$ cat src/rtl/store_buffer_if.sv
`default_nettype none
// ============================================================================
//  Module      : store_buffer_if
//  Description : Push, pop and hazard-lookup bundle of the store buffer.
//  Revision    : 1.0 - initial release
// ============================================================================
interface store_buffer_if;
    logic        push_valid;
    logic        push_ready;
    logic [31:0] push_addr;
    logic [1:0]  push_size;
    logic [31:0] push_data;
    logic        push_err;
    logic        out_valid;
    logic        out_ready;
    logic [31:0] out_addr;
    logic [1:0]  out_size;
    logic [31:0] out_data;
    logic        chk_valid;
    logic [31:0] chk_addr;
    logic        chk_hit;
    logic        empty;

    modport master (
        output push_valid, push_addr, push_size, push_data, out_ready,
               chk_valid, chk_addr,
        input  push_ready, push_err, out_valid, out_addr, out_size, out_data,
               chk_hit, empty
    );

    modport slave (
        input  push_valid, push_addr, push_size, push_data, out_ready,
               chk_valid, chk_addr,
        output push_ready, push_err, out_valid, out_addr, out_size, out_data,
               chk_hit, empty
    );
endinterface
`default_nettype wire

$ cat src/rtl/store_buffer.sv
`default_nettype none
// ============================================================================
//  Module      : store_buffer
//  Description : In-order FIFO of committed stores feeding the D-cache merge,
//                with a word-address hazard lookup for the load path.
//  Revision    : 1.0 - initial release
// ============================================================================
module store_buffer #(
    parameter int DEPTH = 4
) (
    input  wire              clk,
    input  wire              rst,
    store_buffer_if.slave    bus
);
    localparam int c_AW = $clog2(DEPTH);
    localparam logic [c_AW:0] c_PTR_ONE = {{c_AW{1'b0}}, 1'b1};

    logic [31:0] r_addr_mem [DEPTH];
    logic [1:0]  r_size_mem [DEPTH];
    logic [31:0] r_data_mem [DEPTH];

    logic [c_AW:0]   r_wr_ptr;
    logic [c_AW:0]   r_rd_ptr;
    logic            r_push_err;

    logic [c_AW-1:0] w_wr_idx;
    logic [c_AW-1:0] w_rd_idx;
    logic [c_AW:0]   w_count;
    logic            w_full;
    logic            w_empty;
    logic            w_push_fire;
    logic            w_misaligned;
    logic            w_write;
    logic            w_pop;
    logic [DEPTH-1:0] w_match;

    assign w_wr_idx = r_wr_ptr[c_AW-1:0];
    assign w_rd_idx = r_rd_ptr[c_AW-1:0];
    assign w_count  = r_wr_ptr - r_rd_ptr;
    assign w_empty  = (r_wr_ptr == r_rd_ptr);
    assign w_full   = (r_wr_ptr[c_AW] != r_rd_ptr[c_AW]) && (w_wr_idx == w_rd_idx);

    // Misaligned stores are still handshaken so the MEM stage never stalls on them.
    assign w_misaligned = ((bus.push_size == 2'b01) && bus.push_addr[0]) ||
                          (bus.push_size[1] && (bus.push_addr[1:0] != 2'b00));
    assign w_push_fire  = bus.push_valid && !w_full;
    assign w_write      = w_push_fire && !w_misaligned;
    assign w_pop        = !w_empty && bus.out_ready;

    always_ff @(posedge clk) begin
        if (w_write) begin
            r_addr_mem[w_wr_idx] <= bus.push_addr;
            r_size_mem[w_wr_idx] <= bus.push_size;
            r_data_mem[w_wr_idx] <= bus.push_data;
        end
    end

    always_ff @(posedge clk) begin
        if (rst) begin
            r_wr_ptr   <= '0;
            r_rd_ptr   <= '0;
            r_push_err <= 1'b0;
        end else begin
            if (w_write) begin
                r_wr_ptr <= r_wr_ptr + c_PTR_ONE;
            end
            if (w_pop) begin
                r_rd_ptr <= r_rd_ptr + c_PTR_ONE;
            end
            r_push_err <= w_push_fire && w_misaligned;
        end
    end

    // An entry is live when its distance from the head is below the occupancy.
    generate
        for (genvar gi = 0; gi < DEPTH; gi++) begin : g_hit
            logic [c_AW-1:0] w_off;
            assign w_off = c_AW'(gi) - w_rd_idx;
            assign w_match[gi] = ({1'b0, w_off} < w_count) &&
                                 (r_addr_mem[gi][31:2] == bus.chk_addr[31:2]);
        end
    endgenerate

    assign bus.push_ready = !w_full;
    assign bus.push_err   = r_push_err;
    assign bus.out_valid  = !w_empty;
    assign bus.out_addr   = w_empty ? 32'h0 : r_addr_mem[w_rd_idx];
    assign bus.out_size   = w_empty ? 2'b00 : r_size_mem[w_rd_idx];
    assign bus.out_data   = w_empty ? 32'h0 : r_data_mem[w_rd_idx];
    assign bus.chk_hit    = bus.chk_valid && (|w_match);
    assign bus.empty      = w_empty;

endmodule
`default_nettype wire

$ cat src/flat_wrapper.sv
// flat-port wrapper written by rule: the top's interface ports become plain ports
module store_buffer_flat 
#(
    parameter int DEPTH = 4
)
  (clk, rst, bus_push_valid, bus_push_addr, bus_push_size, bus_push_data, bus_out_ready, bus_chk_valid, bus_chk_addr, bus_push_ready, bus_push_err, bus_out_valid, bus_out_addr, bus_out_size, bus_out_data, bus_chk_hit, bus_empty);
  store_buffer_if bus_i ();
  input  wire clk;
  input  wire rst;
  input wire logic [$bits(bus_i.push_valid)-1:0] bus_push_valid;
  input wire logic [$bits(bus_i.push_addr)-1:0] bus_push_addr;
  input wire logic [$bits(bus_i.push_size)-1:0] bus_push_size;
  input wire logic [$bits(bus_i.push_data)-1:0] bus_push_data;
  input wire logic [$bits(bus_i.out_ready)-1:0] bus_out_ready;
  input wire logic [$bits(bus_i.chk_valid)-1:0] bus_chk_valid;
  input wire logic [$bits(bus_i.chk_addr)-1:0] bus_chk_addr;
  output wire logic [$bits(bus_i.push_ready)-1:0] bus_push_ready;
  output wire logic [$bits(bus_i.push_err)-1:0] bus_push_err;
  output wire logic [$bits(bus_i.out_valid)-1:0] bus_out_valid;
  output wire logic [$bits(bus_i.out_addr)-1:0] bus_out_addr;
  output wire logic [$bits(bus_i.out_size)-1:0] bus_out_size;
  output wire logic [$bits(bus_i.out_data)-1:0] bus_out_data;
  output wire logic [$bits(bus_i.chk_hit)-1:0] bus_chk_hit;
  output wire logic [$bits(bus_i.empty)-1:0] bus_empty;
  assign bus_i.push_valid = bus_push_valid;
  assign bus_i.push_addr = bus_push_addr;
  assign bus_i.push_size = bus_push_size;
  assign bus_i.push_data = bus_push_data;
  assign bus_i.out_ready = bus_out_ready;
  assign bus_i.chk_valid = bus_chk_valid;
  assign bus_i.chk_addr = bus_chk_addr;
  assign bus_push_ready = bus_i.push_ready;
  assign bus_push_err = bus_i.push_err;
  assign bus_out_valid = bus_i.out_valid;
  assign bus_out_addr = bus_i.out_addr;
  assign bus_out_size = bus_i.out_size;
  assign bus_out_data = bus_i.out_data;
  assign bus_chk_hit = bus_i.chk_hit;
  assign bus_empty = bus_i.empty;
  store_buffer #(.DEPTH(DEPTH)) u_core (.clk(clk), .rst(rst), .bus(bus_i));
endmodule
$ cat config.mk
export PLATFORM = sky130hd
export DESIGN_NAME = store_buffer_flat
export DESIGN_NICKNAME = d
export VERILOG_FILES = /design/src/rtl/store_buffer_if.sv /design/src/rtl/store_buffer.sv /design/src/flat_wrapper.sv
export SDC_FILE = /design/constraint.sdc
export NUM_CORES = 1
export LEC_CHECK = 0
export CAP_MARGIN = 5
export CORE_ASPECT_RATIO = 0.5
export CORE_MARGIN = 1.5
export CORE_UTILIZATION = 48
export DETAILED_ROUTE_END_ITERATION = 10
export HOLD_SLACK_MARGIN = 0.12
export PLACE_DENSITY = 0.79
export SLEW_MARGIN = 20
export SYNTH_ARGS = -nofsm -noshare
export SYNTH_HDL_FRONTEND = slang
export SYNTH_SLANG_ARGS = --single-unit
$ cat constraint.sdc
create_clock -name clk -period 3.5 [get_ports clk]
set_input_delay 0.7 -clock clk [delete_from_list [all_inputs] [get_ports clk]]
set_output_delay 0.7 -clock clk [all_outputs]
set_load 0.1 [all_outputs]
### Yosys cells after proc, flatten, opt, wreduce, memory -nomap -nowiden

Memory sizes are Yosys's and may differ from the RTL's. A register that Yosys moved wholly into a read port is not among the register bits.
Index checks and enable logic that the tools add are counted.

* logic and storage cells: 54
* register bits: 7
* bits of input ports: 103
* memories kept: 3
* bits in writable memories: 264

* reduce and logical (&&, ||, !) cells: 18
* add/sub/neg operators: 7
* equal/unequal tests: 8
* muxes and demuxes: 11
* $lt $le $gt $ge: 4

Memories
* u_core.r_addr_mem: depth 4, bits a word 32, rd ports 5, clocked after memory_dff 1, wr ports 1, line store_buffer.sv:18 `logic [31:0] r_addr_mem [DEPTH];`
* u_core.r_data_mem: depth 4, bits a word 32, rd ports 1, clocked after memory_dff 1, wr ports 1, line store_buffer.sv:20 `logic [31:0] r_data_mem [DEPTH];`
* u_core.r_size_mem: depth 4, bits a word 2, rd ports 1, clocked after memory_dff 1, wr ports 1, line store_buffer.sv:19 `logic [1:0] r_size_mem [DEPTH];`

Operators with widths (number)
* 30-bit == test: 4
* 32-bit two-way mux: 2
* 2-bit two-way mux: 7
* 1-bit logical AND: 12
* 2-bit by 3-bit less-than comparator with 1-bit output: 4
* 3-bit by 1-bit adder with 3-bit output, second input constant: 2
* 4-bit OR reduction: 1
* 1-bit by 2-bit subtractor with 2-bit output, first input constant: 2
* 2-bit subtractor, first input constant: 2
* 3-bit == test: 1
* 1-bit logical NOT: 3
* 3-bit subtractor: 1
* 2-bit by 1-bit == test with 1-bit output, second input constant: 1
* 2-bit == test: 1
* 1-bit two-way mux: 2
* 2-bit nonzero test: 1
* 1-bit logical OR: 1
* 1-bit inequality test: 1

### Longest topological paths before layout

Gate-level depths: netlist (run 1).

* word-level depth: 7
* mapped depth: 10

### Least setup slack after synthesis (run 1)

No wires, ideal clock.

* path type: register to output
* start: register u_core.r_wr_ptr[0]
* end: output port bus_chk_hit
* cell stages (with the launch flop): 11
* buffers on the path: 0
* arrival time: 3484 ps
* data required time: 2800 ps
* slack: -684 ps
* cell sequence: dfxtp_1 -> inv_1 -> ha_1 -> inv_1 -> fa_1 -> inv_1 -> ha_1 -> nor2b_1 -> o21ai_0 -> nand3_1 -> a41oi_1

* cells in the longest elaborated chain, start to end: 5
* elaborated cells on any way between the ends: 11
* classes of those cells: add/sub (1); order compare (4); reduce/logical (6)

RTL lines
* start: declaration: line store_buffer.sv:22 `logic [c_AW:0] r_wr_ptr;`
* start signal: assignment: line store_buffer.sv:65 `r_wr_ptr <= r_wr_ptr + c_PTR_ONE;`
* 3-bit subtractor (*): line store_buffer.sv:39 `assign w_count = r_wr_ptr - r_rd_ptr;`
* 2-bit by 3-bit less-than comparator with 1-bit output: line store_buffer.sv:79 `assign w_match[gi] = ({1'b0, w_off} < w_count) &&`
* 1-bit logical AND: line store_buffer.sv:79
* 4-bit OR reduction (*): line store_buffer.sv:90 `assign bus.chk_hit = bus.chk_valid && (|w_match);`
* 1-bit logical AND (*): line store_buffer.sv:90
* end: declaration: line flat_wrapper.sv:23 `output wire logic [$bits(bus_i.chk_hit)-1:0] bus_chk_hit;`

Mark *: on every way between the ends. The rest lies on a longest branch, timed or not.

### Worst setup path in the final report (run 1)

Same ends and word-level chain as after synthesis.

==> qor.txt, run 1 <==
outcome - complete, but fails checks
failing checks - setup timing
CP max FO - 5
final net count - 972
synthesized area - 12000 um2
Yosys top cell by area - edfxtp_1
leak pwr - 5.01 nW
Final Critical Period - 3.54 ns
Final HPWL DP - 18200 um
Syn Nets - 804
register area share after synthesis - 0.673
ant diodes - 0
Ys Warns - 0
Setup Viol. Count Final - 1
vias - 6477
DRT Pass-1 Iters - 5
die area - 26100 um2
maximum clock frequency - 283 MHz
clock skew - 0.0153 ns
DRT iter0 DRCs - 506
Max H-tree Level - 1
GPL Wtd Cong - 0.910
peak supply drop - 0.000394 V
worst setup path start - u_core.r_wr_ptr[0]
Root Driver - clkbuf_16
Horiz. Die Dim - 227 um
dpl cell area - 14900 um2
pin count of the biggest net entering global routing - 43
Distinct cells, synth - 30
period utilization - 1.01
Synth-to-Final Area Change - 30.8%
CORE AREA - 24300 um2
Finished Cell Area - 15800 um2
Hold Crit Class - reg2reg
Worst slew margin - 0.357
initial antenna violation count - 0
syn avg cell area - 17.6 um2
Slew Limit Fails - 0
TritonCTS buffer count - 24
Total Power - 0.00990 W
Fin. Hold Viols - 0
final wirelength - 26900 um
CP startpoint kind - flip-flop
cells after synthesis - 686
input/output buffers - 171
Synth top area share - 0.658
CTS tree - done
first-pass GRT wire length - 40300 um
worst hold path startpoint - u_core.r_rd_ptr[1]
layout cells sized above 1 - 0.247
fin util - 0.648
detailed-route DRC error count - 0
Placed Cells - 1162
Reg clk slew, reported paths - 0.07 ns
DRT antenna net count - 0
Critical Path RT - 2.80 ns
RSZ-0062 raised after global routing - yes
worst reg2reg startpoint - u_core.r_rd_ptr[1]
transition time of the tightest slew-check pin - 0.961 ns
std cell rows - 40
Worst Path Class, Setup - reg2out
#FFs+latches synth - 273
top cells by area, synth - edfxtp_1 66%, mux4_2 12%, xnor2_1 9.0%
pre-CTS setup slack - 0.0864 ns
Post-Layout Cell Count - 1208
PwrDens - 628 nW/um2
routed vias/inst - 5.36
# IOs - 174
height of the die - 115 um
Final WS setup - -0.0377 ns
clock sink total - 273
crit path DAT - 2.84 ns
total track usage - 0.211
max-cap viol count - 0
Skew-Pair Late Insertion Delay - 0.52 ns
Initial Util - 0.495
Longest Clk Path Bufs - 3
Avg WL per Cell - 22.3 um
number of global-route vias before repair - 6961
GR Overflow Total - 0
# fillers - 1674
cts hold-fix bufs - 0
Crit. End Element - output port
cell type report:
type / instances / area [um2] / area share
clock buffer: 32 / 652 / 0.0414
sequential: 273 / 8120 / 0.516
clock inverter: 12 / 82.6 / 0.00524
multi-input combinational: 352 / 3730 / 0.237
tap: 336 / 420 / 0.0267
timing repair buffer: 194 / 2710 / 0.172
inverter: 9 / 33.8 / 0.00214
synthesized netlist by cell type, drive strengths merged:
| master | n |
|---|---|
| a41oi | 1 |
| nor2 | 8 |
| dfxtp | 9 |
| o21ai | 5 |
| a21oi | 3 |
| nor2b | 3 |
| xnor2 | 125 |
| clkbuf | 35 |
| buf | 17 |
| nand3 | 8 |
| nor4 | 8 |
| and3 | 1 |
| nand4 | 28 |
| xor2 | 2 |
| edfxtp | 264 |
| o2111a | 1 |
| fa | 1 |
| inv | 9 |
| mux4 | 66 |
| and2 | 70 |
| ha | 14 |
| nand2 | 8 |
worst paths after layout:
path | end | slack, ns | cells past startpoint
worst max-delay path | bus_chk_hit | -0.04 | 11
worst min-delay path | flip-flop | 0.50 | 2
worst max register to register | u_core.r_addr_mem[3][23] | 1.34 | 6
worst min register to register | flip-flop | 0.50 | 2
routing by layer:
metal | track usage | routed length, um | vias to the layer above | part of all wire
li1 | - | - | 2936 | -
met1 | 0.276 | 11000 | 3337 | 0.41
met2 | 0.375 | 14100 | 167 | 0.52
met3 | 0.0342 | 1310 | 37 | 0.049
met4 | 0.0472 | 563 | 0 | 0.021
met5 | 0 | 0 | - | 0
metrics by stage:
step           TNS, ns  hold slack, ns
6_report       -0.0377           0.502
5_1_grt         -0.115           0.543
4_1_cts        -0.0454           0.504
3_5_place_dp         0           0.514
3_3_place_gp         0           0.504
2_1_floorplan        0           0.484
where the power goes:
part	internal, W	leakage [nW]	switching, W
clock network	0.00139	0.360	0.00114
logic	0.00138	2.18	0.00224
registers	0.00368	2.47	0.0000779
kinds of logic (layout without fill, tap and decap cells):
family	count (synthesis)	in the layout	share of synthesized area
compound gates	10	10	0.00509
xor+xnor	127	127	0.0930
fa+ha+maj	15	15	0.0162
buf+inv	61	247	0.0229
flops	273	273	0.673
mux	66	66	0.123
simple gates	134	134	0.0664
worst max-delay path: stages, from the launching register on:
cell and delay (ns):
dfxtp_2 0.33, inv_2 0.07, ha_4 0.12, inv_2 0.03, fa_1 0.54, inv_2 0.07, ha_1 0.26, nor2b_1 0.13
o21ai_1 0.20, nand3_1 0.13, a41oi_2 0.23, buf_12 0.21
state kept, by name, summed over array words and instances, names as in the netlist, named ones only:
signal and cells:
u_core.bus.push_err 1, u_core.r_rd_ptr 3, u_core.r_addr_mem 128, u_core.r_size_mem 8, u_core.r_wr_ptr 3, u_core.r_data_mem 128
what timing repair did:
item                                    CTS  global route
pin swaps                                 2             4
setup buffers                             2             0
endpoints found under the setup margin    1             1
resized for setup                         9            11
cell usage in the layout (no fill, tap or decap), types with 2 or more instances in the layout:
master	Yosys	routed
edfxtp_1	264	264
xnor2_1	124	124
clkdlybuf4s50_1	0	101
buf_12	0	80
mux4_2	66	66
and2_1	66	66
nand4_1	28	28
clkbuf_16	0	25
buf_4	2	13
ha_1	14	12
nand2_1	8	8
nor2_1	8	8
nor4_1	8	8
clkbuf_1	35	7
inv_1	9	6
clkinv_2	0	6
nand3_1	7	5
and2_4	1	4
clkinv_1	0	4
dfxtp_1	9	4
inv_2	0	3
nand3_2	1	3
a21oi_1	3	3
dfxtp_4	0	3
xor2_1	2	2
o21ai_1	1	2
nor2b_1	3	2
ha_4	0	2
dfxtp_2	0	2
Note: power is estimated with default switching activity, not from simulation.
==> run 2, diff against run 1 <==
--- a/config.mk
+++ b/config.mk
@@ -9,6 +9,7 @@
 export CORE_ASPECT_RATIO = 0.5
 export CORE_MARGIN = 1.5
 export CORE_UTILIZATION = 48
+export CTS_BUF_LIST = sky130_fd_sc_hd__clkbuf_4 sky130_fd_sc_hd__clkbuf_8 sky130_fd_sc_hd__clkbuf_16
 export DETAILED_ROUTE_END_ITERATION = 10
 export HOLD_SLACK_MARGIN = 0.12
 export PLACE_DENSITY = 0.79
==> run 2 against run 1 <==
Net effect: the flow still finishes with violations (setup timing); final cell count unchanged; fmax about the same; design area up 0.17%; sequential share of layout area down 0.086 points; power up 0.58%; highest routed layer unchanged.
==> qor.txt, run 2 (synthesis gave the netlist of run 1 again) <==
outcome - complete, but fails checks
Fin. Hold Viols - 0
Skew-Pair Late Insertion Delay - 0.52 ns
total track usage - 0.211
Final HPWL DP - 18200 um
pin count of the biggest net entering global routing - 43
CORE AREA - 24300 um2
top flop regs - u_core.r_addr_mem (128), u_core.r_data_mem (128), u_core.r_size_mem (8)
vias - 6498
number of global-route vias before repair - 6956
# fillers - 1668
FF/Latch Area - 8120 um2
max incr delay on CP - 0.54 ns
transition time of the tightest slew-check pin - 0.961 ns
DRT iter0 DRCs - 517
routed vias/inst - 5.38
detailed-route DRC error count - 0
DRT antenna net count - 0
Hold Crit Class - reg2reg
Setup Viol. Count Final - 1
Post-Layout Cell Count - 1208
clock sink total - 273
Crit. End Element - output port
# IOs - 174
PwrDens - 631 nW/um2
Final Critical Period - 3.54 ns
failing checks - setup timing
maximum clock frequency - 283 MHz
CTS tree - done
CP max FO - 5
total negative setup slack - -0.0357 ns
TritonCTS buffer count - 24
CP bufs+invs - 4
Longest Clk Path Bufs - 3
Horiz. Die Dim - 227 um
Avg WL per Cell - 22.3 um
first-pass GRT wire length - 40400 um
final net count - 972
commonest non-fill, non-tap cell in the layout - edfxtp_1
Worst slew margin - 0.357
DRT Pass-1 Iters - 5
final wirelength - 26900 um
Initial Util - 0.495
Worst Path Class, Setup - reg2out
Final WS setup - -0.0357 ns
Total Power - 0.00996 W
GPL Wtd Cong - 0.910
Max H-tree Level - 1
GR Overflow Total - 0
Finished Cell Area - 15800 um2
Reg2Reg Setup Slack - 1.33 ns
cell mode on critical path - inv_2
Placed Cells - 1162
commonest non-fill, non-tap cells in the layout - 264 x edfxtp_1, 124 x xnor2_1, 101 x clkdlybuf4s50_1
Root Driver - clkbuf_16
period utilization - 1.01
clock skew - 0.0143 ns
RSZ-0062 raised after global routing - yes
Reg clk slew, reported paths - 0.07 ns
CP startpoint kind - flip-flop
ant diodes - 0
die area - 26100 um2
Slew Limit Fails - 0
initial antenna violation count - 0
input/output buffers - 171
CP Cell Sequence - inv_2 > ha_4 > inv_2 > fa_1 > inv_2 > ha_1 > nor2b_1 > o21ai_2 > nand3_2 > a41oi_2 > buf_12
height of the die - 115 um
dpl cell area - 14900 um2
pre-CTS setup slack - 0.0864 ns
crit-path leading delay family - adder cells
std cell rows - 40
max-cap viol count - 0
crit path DAT - 2.84 ns
peak supply drop - 0.000394 V
leak pwr - 5.03 nW
slowest CP cell - fa_1
Synth-to-Final Area Change - 31.0%
Critical Path RT - 2.80 ns
cts hold-fix bufs - 0
area of the multi-input gates - 3730 um2
layout cells sized above 1 - 0.255
[run 2: cell counts in the layout (fill, tap and decap cells not counted)]
Identical to the previous run, type by type.
[run 2: where the power goes]
| group | switching [W] | internal, W |
|---|---|---|
| Sequential | 0.0000778 | 0.00368 |
| Clock | 0.00114 | 0.00144 |
| Combinational | 0.00224 | 0.00138 |
| Total | 0.00346 | 0.00649 |
[run 2: final timing paths]
check / cells past startpoint / start / to
worst min-delay path: 2 / u_core.r_rd_ptr[1] / flip-flop
worst max register to register: 6 / u_core.r_rd_ptr[1] / u_core.r_addr_mem[3][23]
worst max-delay path: 11 / u_core.r_wr_ptr[0] / bus_chk_hit
worst min register to register: 2 / u_core.r_rd_ptr[1] / flip-flop
[run 2: metal layers]
layer  vias to the layer above  routed length, um  track usage
met5                         -                  0            0
met4                         0                440       0.0397
met3                        30               1290       0.0363
met2                       173              14100        0.378
met1                      3357              11100        0.276
li1                       2938                  -            -
[run 2: through the flow]
| stage | hold slack (ns) | utilization |
|---|---|---|
| 3_3_place_gp | 0.504 | 0.614 |
| 5_1_grt | 0.543 | 0.649 |
| 6_report | 0.502 | 0.649 |
| 2_1_floorplan | 0.484 | - |
| 3_5_place_dp | 0.514 | 0.614 |
| 4_1_cts | 0.504 | 0.646 |
[run 2: final cells by class]
class                           instances  share of cell area
Inverter                                9             0.00214
Tap cell                              336              0.0266
Sequential cell                       273               0.515
Clock inverter                         12             0.00523
Clock buffer                           32              0.0430
Timing Repair Buffer                  194               0.172
Multi-Input combinational cell        352               0.236
[run 2: repair_timing]
item	in CTS	in global routing
buffers inserted	2	0
endpoints found under the setup margin	1	1
pin swaps	2	4
cloned	0	0
resized for setup	9	11
[run 2: worst reg2reg max path, stage by stage (launching register included)]
cell,delay (ns)
dfxtp_2,0.36
inv_1,0.13
ha_1,0.36
nand2_1,0.08
o2111a_2,0.27
and2_4,0.38
buf_12,0.28
==> run 3, diff against run 2 <==
--- a/config.mk
+++ b/config.mk
@@ -7,7 +7,7 @@
 export LEC_CHECK = 0
 export CAP_MARGIN = 5
 export CORE_ASPECT_RATIO = 0.5
-export CORE_MARGIN = 1.5
+export CORE_MARGIN = 5
 export CORE_UTILIZATION = 48
 export CTS_BUF_LIST = sky130_fd_sc_hd__clkbuf_4 sky130_fd_sc_hd__clkbuf_8 sky130_fd_sc_hd__clkbuf_16
 export DETAILED_ROUTE_END_ITERATION = 10
==> run 3 against run 2 <==
Net effect: the flow still finishes with violations (setup timing); power about the same; setup slack worse by 0.052 ns; critical endpoint unchanged; worst hold slack improved by 0.023 ns; largest power group unchanged; clock skew fell by 0.0027 ns.
==> qor.txt, run 3 (synthesis gave the netlist of run 1 again) <==
die area - 28600 um2
RSZ-0062 raised after global routing - yes
Horiz. Die Dim - 234 um
Reg2Reg Setup Slack - 1.24 ns
DRT iter0 DRCs - 535
Crit. End Element - output port
Final WS setup - -0.0874 ns
# IOs - 174
number of global-route vias before repair - 7109
leak pwr - 5.05 nW
Longest Clk Path Bufs - 3
std cell rows - 41
Skew-Pair Late Insertion Delay - 0.53 ns
clock sink total - 273
power share of the combinational group - 0.370
period utilization - 1.02
outcome - complete, but fails checks
Fin. Hold Viols - 0
switching power share of the total - 0.353
max-cap viol count - 0
total track usage - 0.196
TritonCTS buffer count - 25
Worst Path Class, Setup - reg2out
pin count of the biggest net entering global routing - 38
Slew Limit Fails - 0
sequential share of power - 0.377
worst hold slack - 0.525 ns
vias - 6553
height of the die - 122 um
Initial Util - 0.483
Setup Viol. Count Final - 1
max incr delay on CP - 0.54 ns
DRT antenna net count - 0
cts hold-fix bufs - 0
Root Driver - clkbuf_16
Finished Cell Area - 15800 um2
top flop regs - u_core.r_addr_mem (128), u_core.r_data_mem (128), u_core.r_size_mem (8)
peak supply drop - 0.000405 V
commonest non-fill, non-tap cell in the layout - edfxtp_1
PwrDens - 629 nW/um2
failing checks - setup timing
R2R cell count - 7
CORE AREA - 24900 um2
Final HPWL DP - 19200 um
Hold Crit Class - reg2reg
CP Cell Sequence - inv_2 > ha_4 > inv_2 > fa_1 > inv_2 > ha_1 > nor2_1 > o21ai_2 > nand3_1 > a41oi_4 > buf_12
input/output buffers - 171
CTS tree - done
Synth-to-Final Area Change - 31.5%
clock share of power - 0.252
crit path DAT - 2.89 ns
Avg WL per Cell - 23.0 um
first-pass GRT wire length - 42200 um
Worst slew margin - 0.354
hold depth - 2
slowest CP cell - fa_1
worst hold path startpoint - u_core.r_rd_ptr[1]
initial antenna violation count - 2
CP startpoint kind - flip-flop
GPL Wtd Cong - 0.893
worst r2r dst - u_core.r_data_mem[1][14]
layout cells sized above 1 - 0.260
dpl cell area - 15000 um2
Final Critical Period - 3.59 ns
Critical Path RT - 2.80 ns
worst reg2reg startpoint - u_core.r_rd_ptr[0]
final wirelength - 28100 um
DRT Pass-1 Iters - 4
final net count - 979
P_sw - 0.00352 W
transition time of the tightest slew-check pin - 0.966 ns
detailed-route DRC error count - 0
routed vias/inst - 5.35
GR Overflow Total - 0
maximum clock frequency - 279 MHz
CP max FO - 5
Reg clk slew, reported paths - 0.07 ns
cell mode on critical path - inv_2
clock skew - 0.0115 ns
commonest non-fill, non-tap cells in the layout - 264 x edfxtp_1, 124 x xnor2_1, 101 x clkdlybuf4s50_1
pre-CTS setup slack - 0.0574 ns
Pint - 0.00644 W
Max H-tree Level - 1
[run 3: what timing repair did]
action | in CTS | in global routing
pin swaps | 2 | 9
gates cloned | 0 | 0
setup buffers | 2 | 1
endpoints found under the setup margin | 1 | 1
gates resized for setup | 11 | 16
[run 3: area by class of cell]
type | count | area, um2
multi-input cells | 352 | 3780
diodes | 2 | 5.00
repair buffers | 200 | 2740
fillers | 1745 | 9090
flip-flops and latches | 273 | 8120
clock inverters | 13 | 60.1
inverters | 9 | 33.8
well taps | 344 | 430
clock buffers | 31 | 671
[run 3: through the flow]
stage | util | std cells | total power [W] | setup TNS (ns)
floorplan | - | 686 | 0.00608 | 0
global placement | 0.600 | 1175 | 0.00742 | 0
detailed placement | 0.600 | 1175 | 0.00746 | 0
CTS | 0.631 | 1221 | 0.00998 | -0.0612
global route | 0.635 | 1224 | 0.0103 | -0.213
finish | 0.635 | 1224 | 0.00996 | -0.0874
[run 3: worst max-delay path by stage]
stage	startpoint	to	slack, ns	cells after the start
5_1_grt	u_core.r_wr_ptr[0]	bus_chk_hit	-0.21	11
2_1_floorplan	u_core.r_rd_ptr[1]	bus_out_addr[23]	0.01	5
3_3_place_gp	bus_chk_addr[31]	bus_chk_hit	0.09	7
3_5_place_dp	bus_chk_addr[31]	bus_chk_hit	0.06	7
4_1_cts	u_core.r_wr_ptr[0]	bus_chk_hit	-0.06	11
6_report	u_core.r_wr_ptr[0]	bus_chk_hit	-0.09	11
[run 3: power groups by stage]
| stage | combinational, W | clock [W] | sequential (W) |
|---|---|---|---|
| 6_report | 0.00369 | 0.00251 | 0.00376 |
| 5_1_grt | 0.00382 | 0.00271 | 0.00377 |
| 4_1_cts | 0.00367 | 0.00256 | 0.00376 |
| 3_5_place_dp | 0.00363 | 0 | 0.00383 |
| 3_3_place_gp | 0.00360 | 0 | 0.00382 |
| 2_1_floorplan | 0.00230 | 0 | 0.00378 |
[run 3: layer usage]
metal | vias up | part of all wire | track usage
li1 | 2954 | - | -
met1 | 3401 | 0.41 | 0.257
met2 | 167 | 0.53 | 0.347
met3 | 31 | 0.046 | 0.0382
met4 | 0 | 0.016 | 0.0388
met5 | - | 0 | 0
[run 3: worst max-delay path, delay by kind of cell, from the launching register on]
kind | cells | cell delay, ns
simple gates | 2 | 0.21
buf+inv | 4 | 0.39
flops | 1 | 0.33
compound gates | 2 | 0.45
fa+ha+maj | 3 | 0.97
